==> config.mk <==
export PLATFORM = sky130hd
export DESIGN_NAME = tanh_lut_sequencer
export DESIGN_NICKNAME = d
export VERILOG_FILES = /design/src/rtl/tanh_lut_sequencer.sv
export SDC_FILE = /design/constraint.sdc
export NUM_CORES = 1
export LEC_CHECK = 0
export CORE_MARGIN = 2
export CORE_UTILIZATION = 51
export DETAILED_ROUTE_END_ITERATION = 7
export MAX_ROUTING_LAYER = met4
export PLACE_DENSITY = 0.88
export REMOVE_ABC_BUFFERS = 1
export SKIP_LAST_GASP = 1
export SYNTH_ARGS = -nofsm -noshare
export SYNTH_HDL_FRONTEND = slang
export SYNTH_SLANG_ARGS = --single-unit
==> constraint.sdc <==
create_clock -name clk -period 5.6 [get_ports clk]
set_clock_uncertainty 0.15 [all_clocks]
set_input_delay 0.84 -clock clk [delete_from_list [all_inputs] [get_ports clk]]
set_output_delay 0.84 -clock clk [all_outputs]
set_load 0.02 [all_outputs]
==> src/rtl/tanh_lut_sequencer.sv <==
// +------------------------------------------------------------------------+
// | tanh_lut_sequencer                                                     |
// | Splits a fixed-point activation into a table index and remainder,      |
// | fetches two adjacent ROM samples and presents them to the interpolator.|
// | Rev 1.0 - initial release                                              |
// +------------------------------------------------------------------------+
`default_nettype none

module tanh_lut_sequencer #(
  parameter int DATA_W      = 8,
  parameter int FRAC_W      = 4,
  parameter int ADDR_W      = 4,
  parameter int TABLE_DEPTH = 16
) (
  input  logic              clk,
  input  logic              rst,
  input  logic              in_valid,
  output logic              in_ready,
  input  logic [DATA_W-1:0] x,
  output logic              rom_en,
  output logic [ADDR_W-1:0] rom_addr,
  input  logic [DATA_W-1:0] rom_data,
  output logic              out_valid,
  input  logic              out_ready,
  output logic [DATA_W-1:0] base,
  output logic [DATA_W-1:0] next__data,
  output logic [DATA_W-1:0] change,
  output logic [DATA_W-1:0] remaining
);

  localparam logic [ADDR_W-1:0] c_half = ADDR_W'(TABLE_DEPTH / 2);
  localparam logic [ADDR_W-1:0] c_top  = ADDR_W'(TABLE_DEPTH - 1);

  typedef enum logic [2:0] {
    S_IDLE    = 3'd0,
    S_RD_BASE = 3'd1,
    S_RD_NEXT = 3'd2,
    S_CAPT    = 3'd3,
    S_OUT     = 3'd4
  } state_t;

  state_t              r_state, w_state_nxt;
  logic [FRAC_W-1:0]   r_frac, w_frac_nxt;
  logic                r_clamp, w_clamp_nxt;
  logic                w_rom_en_nxt;
  logic [ADDR_W-1:0]   w_rom_addr_nxt;
  logic                w_out_valid_nxt;
  logic [DATA_W-1:0]   w_base_nxt, w_next_nxt, w_change_nxt, w_rem_nxt;

  // Entry DEPTH/2 holds x=0, so the signed index is offset by half the table.
  function automatic logic [ADDR_W-1:0] f_addr0(input logic [DATA_W-1:0] v);
    logic signed [DATA_W-1:0] idx;
    idx = $signed(v) >>> FRAC_W;
    return idx[ADDR_W-1:0] + c_half;
  endfunction

  assign in_ready = (r_state == S_IDLE);

  always_ff @(posedge clk or negedge rst) begin
    if (!rst) r_state <= S_IDLE;
    else      r_state <= w_state_nxt;
  end

  always_comb begin
    w_state_nxt     = r_state;
    w_frac_nxt      = r_frac;
    w_clamp_nxt     = r_clamp;
    w_rom_en_nxt    = rom_en;
    w_rom_addr_nxt  = rom_addr;
    w_out_valid_nxt = out_valid;
    w_base_nxt      = base;
    w_next_nxt      = next__data;
    w_change_nxt    = change;
    w_rem_nxt       = remaining;
    case (r_state)
      S_IDLE: begin
        if (in_valid) begin
          w_frac_nxt     = x[FRAC_W-1:0];
          w_rom_addr_nxt = f_addr0(x);
          w_rom_en_nxt   = 1'b1;
          w_state_nxt    = S_RD_BASE;
        end
      end
      S_RD_BASE: begin
        w_clamp_nxt    = (rom_addr == c_top);
        w_rom_addr_nxt = (rom_addr == c_top) ? rom_addr : rom_addr + 1'b1;
        w_state_nxt    = S_RD_NEXT;
      end
      S_RD_NEXT: begin
        w_base_nxt   = rom_data;
        w_rem_nxt    = {{(DATA_W-FRAC_W){1'b0}}, r_frac};
        w_rom_en_nxt = 1'b0;
        w_state_nxt  = S_CAPT;
      end
      S_CAPT: begin
        // At the top of the table both taps are the same sample.
        if (r_clamp) begin
          w_next_nxt   = base;
          w_change_nxt = '0;
        end else begin
          w_next_nxt   = rom_data;
          w_change_nxt = rom_data - base;
        end
        w_out_valid_nxt = 1'b1;
        w_state_nxt     = S_OUT;
      end
      S_OUT: begin
        if (out_ready) begin
          w_out_valid_nxt = 1'b0;
          w_state_nxt     = S_IDLE;
        end
      end
      default: w_state_nxt = S_IDLE;
    endcase
  end

  always_ff @(posedge clk or negedge rst) begin
    if (!rst) begin
      r_frac     <= '0;
      r_clamp    <= 1'b0;
      rom_en     <= 1'b0;
      rom_addr   <= '0;
      out_valid  <= 1'b0;
      base       <= '0;
      next__data <= '0;
      change     <= '0;
      remaining  <= '0;
    end else begin
      r_frac     <= w_frac_nxt;
      r_clamp    <= w_clamp_nxt;
      rom_en     <= w_rom_en_nxt;
      rom_addr   <= w_rom_addr_nxt;
      out_valid  <= w_out_valid_nxt;
      base       <= w_base_nxt;
      next__data <= w_next_nxt;
      change     <= w_change_nxt;
      remaining  <= w_rem_nxt;
    end
  end

endmodule

`default_nettype wire

======== Yosys cells after proc, flatten, opt, wreduce, memory -nomap -nowiden ========
Index checks and enable logic that the tools add are counted.
storage, ports and cells
  register bits ........................... 42
  input bits .............................. 20
  output and inout bits ................... 39
cells by class
  add/subtract/negate cells ............... 3
  equality and inequality tests ........... 8
  mux-type cells .......................... 12
  reductions and logical operators ........ 9
operators by type and width
  operator             number
  $mux 8               2
  $pmux 3 s5           1
  $mux 4               2
  $pmux 4 s2           1
  $reduce_and 2->1     4
  $sub 8x8->8          1
  $eq 3x2->1 const B   2
  $mux 3               2
  $ne 2x2->1 const B   3
  $reduce_bool 2->1    3
  $add 4x1->4 const B  1
  $add 4x4->4 const B  1
  $eq 4x4->1 const B   1
  $pmux 1 s2           2
  $eq 3x1->1 const B   1
  $eq 3x3->1 const B   1
  $logic_not 3->1      1
  $reduce_and 3->1     1
  $mux 1               2

======== Longest topological paths before layout ========
  depth after elaboration ................. 3
  gate-level depth with buffers ........... 9
  gate-level depth less buffers ........... 9

======== Worst setup path after synthesis ========
OpenSTA, ideal clock, no wires.
  path type ............................... input port to flip-flop
  start point ............................. in rom_data[0]
  end point ............................... reg change[6]
  setup time .............................. 0.121 ns
  data arrival time ....................... 2.259 ns
  required time ........................... 5.329 ns
  setup slack ............................. 3.070 ns
  stages on the path ...................... 9
  buffers on the path ..................... 0
  cells stage by stage .................... inv_1 > ha_1 > inv_1 > fa_1 > a211oi_1 > o21bai_1 > a21oi_1 > xnor2_1 > a22o_1
between the ends
  cells in the longest elaborated chain, start to end .. 2
RTL lines
  element                 line  RTL
  start: declaration      22    input logic [DATA_W-1:0] rom_data,
  $sub 8x8->8             102   w_change_nxt = rom_data - base;
  $mux 8                  97    if (r_clamp) begin
  end signal: assignment  136   change <= w_change_nxt;
  end: declaration        27    output logic [DATA_W-1:0] change,
Every way passes these cells.
A chain may end at the register's enable or synchronous reset.

======== Final worst setup path ========
Ends and elaborated chain as after synthesis.

==> flow_metrics.env <==
export IMPL_status="finished, final reports clean"
export IMPL_antenna_found_initial=0
export IMPL_coreArea_um2=4000
export IMPL_dpl_instance_area_um2=2660
export IMPL_htree_levels=2
export IMPL_arrival_ns=2.96
export IMPL_row_count=23
export IMPL_clk_pin_slew_worst_paths_ns=0.07
export IMPL_fin_util=0.684
export IMPL_p_leak_uw=0.00121
export IMPL_fin_tns_setup_ns=0
export IMPL_vias=1622
export IMPL_start_util=0.527
export IMPL_seq_area_frac_synth=0.498
export IMPL_root_buffer="clkbuf_8"
export IMPL_slew_headroom=0.304
export IMPL_port_buffers=54
export IMPL_hold_path_class="reg2reg"
export IMPL_ys_warn_count=0
export IMPL_clk_latency_ns=0.29
export IMPL_fmax_mhz=341
export IMPL_end_kind="register"
export IMPL_cts_tree="built"
export IMPL_syn_inst=207
export IMPL_cts_setup_buffers=0
export IMPL_drc=0
export IMPL_syn_area_um2=2110
export IMPL_rsz0062_at_grt="false"
export IMPL_post_route_period_util=0.524
export IMPL_final_common_cell="clkdlybuf4s50_1"
export IMPL_crit_fanout=3
export IMPL_fin_crit_ns=2.93
export IMPL_hpwl_um=3080
export IMPL_pin_count=59
export IMPL_synth_cell_types=39
export IMPL_cts_made_buffers=5
export IMPL_cp_common_cell="inv_1"
export IMPL_area_growth_pct=29.8
export IMPL_finalSetupViolations=0
export IMPL_hold_buffers=0
export IMPL_cts_resized=0
export IMPL_drtIter0Drc=99
export IMPL_crit_required_ns=5.63
export IMPL_vdd_drop_max_mv=0.349
export IMPL_cap_violations=0
export IMPL_cp_slowest_cell="fa_1"
export IMPL_vias_per_cell=5.23
export IMPL_path_cells="clkdlybuf4s50_1, inv_1, ha_1, inv_1, fa_1, a211oi_1, o21bai_1, a21oi_1, xnor2_1, a22o_1"
export IMPL_overflow=0
export IMPL_final_layout_size_suffix_gt1_frac=0.0769
export IMPL_wl_per_cell_um=13.7
export IMPL_grt_pass1_wl_um=7130
export IMPL_grt_pass1_vias=1537
export IMPL_power_density_nw_per_um2=617
export IMPL_die_area_um2=4670
export IMPL_dr_pass1_iters=4
export IMPL_synth_avg_cell_area_um2=10.2
export IMPL_clockBufferDepth=2
export IMPL_drv_slew=0
export IMPL_totalWireLength_um=4260
export IMPL_hold_violations=0
export IMPL_start_kind="input pin"
export IMPL_design_area_um2=2740
export IMPL_antenna_cells=0
export IMPL_crit_type="in2reg"
export IMPL_synth_seq_cells=42
export IMPL_worstMarginPinSlew_ns=1.04
export IMPL_n_fill_cell=312
export IMPL_grt_usage=0.213
export IMPL_layout_common_cells="53 x clkdlybuf4s50_1, 42 x dfrtp_1, 39 x nand2_1"
export IMPL_die_y_um=68.3
export IMPL_clkSinkCount=42
export IMPL_nets=290
export IMPL_grt_max_degree=43
export IMPL_max_stage_delay_ns=0.44
export IMPL_ant_nets=0
export IMPL_die_w_um=68.3
export IMPL_place_gp_congestion=0.833
-- flip-flops by register name, indices dropped and copies added, names as in the netlist --
| signal | count |
|---|---|
| r_clamp | 1 |
| change | 8 |
| remaining | 4 |
| base | 8 |
| next__data | 8 |
| r_frac | 4 |
| r_state | 3 |
| rom_addr | 4 |
| out_valid | 1 |
| rom_en | 1 |
-- through the flow --
| stage | power, uW | instances | worst slack (ns) | hold slack (ns) |
|---|---|---|---|---|
| 3_5_place_dp | 1520 | 303 | 2.47 | 0.316 |
| 4_1_cts | 1710 | 310 | 2.74 | 0.335 |
| 3_3_place_gp | 1480 | 303 | 2.52 | 0.303 |
| 6_report | 1690 | 310 | 2.67 | 0.332 |
| 5_1_grt | 1830 | 310 | 2.53 | 0.354 |
| 2_1_floorplan | 1130 | 198 | 3.07 | 0.290 |
-- Yosys cell counts --
cell       instances  area share
dfrtp_1           42        0.50
nand2_1           39       0.069
buf_4              4       0.014
o31ai_1            2      0.0071
o21a_1             1      0.0036
fa_1               1      0.0095
nor2b_1            2      0.0059
a22o_1             3       0.012
or2_2              2      0.0059
a21o_1             2      0.0071
mux2i_4            1       0.011
buf_6              1      0.0053
nand3_1            3      0.0071
mux2i_1            9       0.043
nand2b_1           2      0.0059
and3_1             1      0.0030
or3b_4             1      0.0053
nor2_1             7       0.012
o41ai_1            1      0.0042
nor3_1             3      0.0071
inv_1             10       0.018
o22ai_1            1      0.0030
conb_1             1      0.0018
buf_2              2      0.0047
ha_1               9       0.053
clkbuf_1           5      0.0089
nor4b_2            1      0.0071
a2111oi_0          1      0.0042
o21ai_0           22       0.052
a21oi_1            7       0.017
a211oi_1           2      0.0071
xnor2_1            5       0.021
o32ai_1            1      0.0042
o21bai_1           2      0.0071
mux2_2             6       0.032
a221oi_2           1      0.0071
nand3b_1           2      0.0071
nor3b_1            1      0.0036
o31a_1             1      0.0042
-- cell type report --
cell class | count | area [um^2] | share of cell area
clock buffer | 7 | 76.3 | 0.0279
inverter | 10 | 37.5 | 0.0137
tap | 50 | 62.6 | 0.0229
sequential | 42 | 1050 | 0.384
timing repair buffer | 55 | 543 | 0.198
multi-input combinational | 146 | 967 | 0.353
-- critical path, delay by kind of cell --
kind / cells / cell delay [ns]
buf+inv: 3 / 0.58
compound gates: 4 / 0.87
fa+ha+maj: 2 / 0.58
xor+xnor: 1 / 0.09
-- power breakdown --
group	total (uW)	switching, uW	internal [uW]
clock network	177	91.7	85.8
logic	938	485	454
registers	574	122	452
total	1690	698	992
-- kinds of logic after synthesis --
logic type,share of synthesized area
other,0.00178
and+or+nand+nor,0.140
buffers and inverters,0.0510
xor gates and xnor gates,0.0208
DFF,0.498
AOI/OAI and AO/OA,0.140
adders and majority gates,0.0629
muxes,0.0854
-- layer usage --
metal  GRT usage  vias to the layer above  wire [um]
met1       0.268                      757       1860
met4      0.0750                        0         40
li1            -                      812          -
met3      0.0559                        6        202
met2       0.335                       47       2160
met5           -                        -          0
-- path summary, 6_finish.rpt --
kind                        endpoint  slack [ns]        start  depth (start not counted)
max reg2reg                change[3]        3.28   r_state[2]                          3
max in group asynchronous  r_frac[3]        4.19          rst                          1
max                        change[6]        2.67  rom_data[0]                         10
min in group asynchronous  change[1]        0.53          rst                          1
min                        change[4]        0.33    change[4]                          2
min reg2reg                change[4]        0.33    change[4]                          2
(Power assumes the default switching activity.)
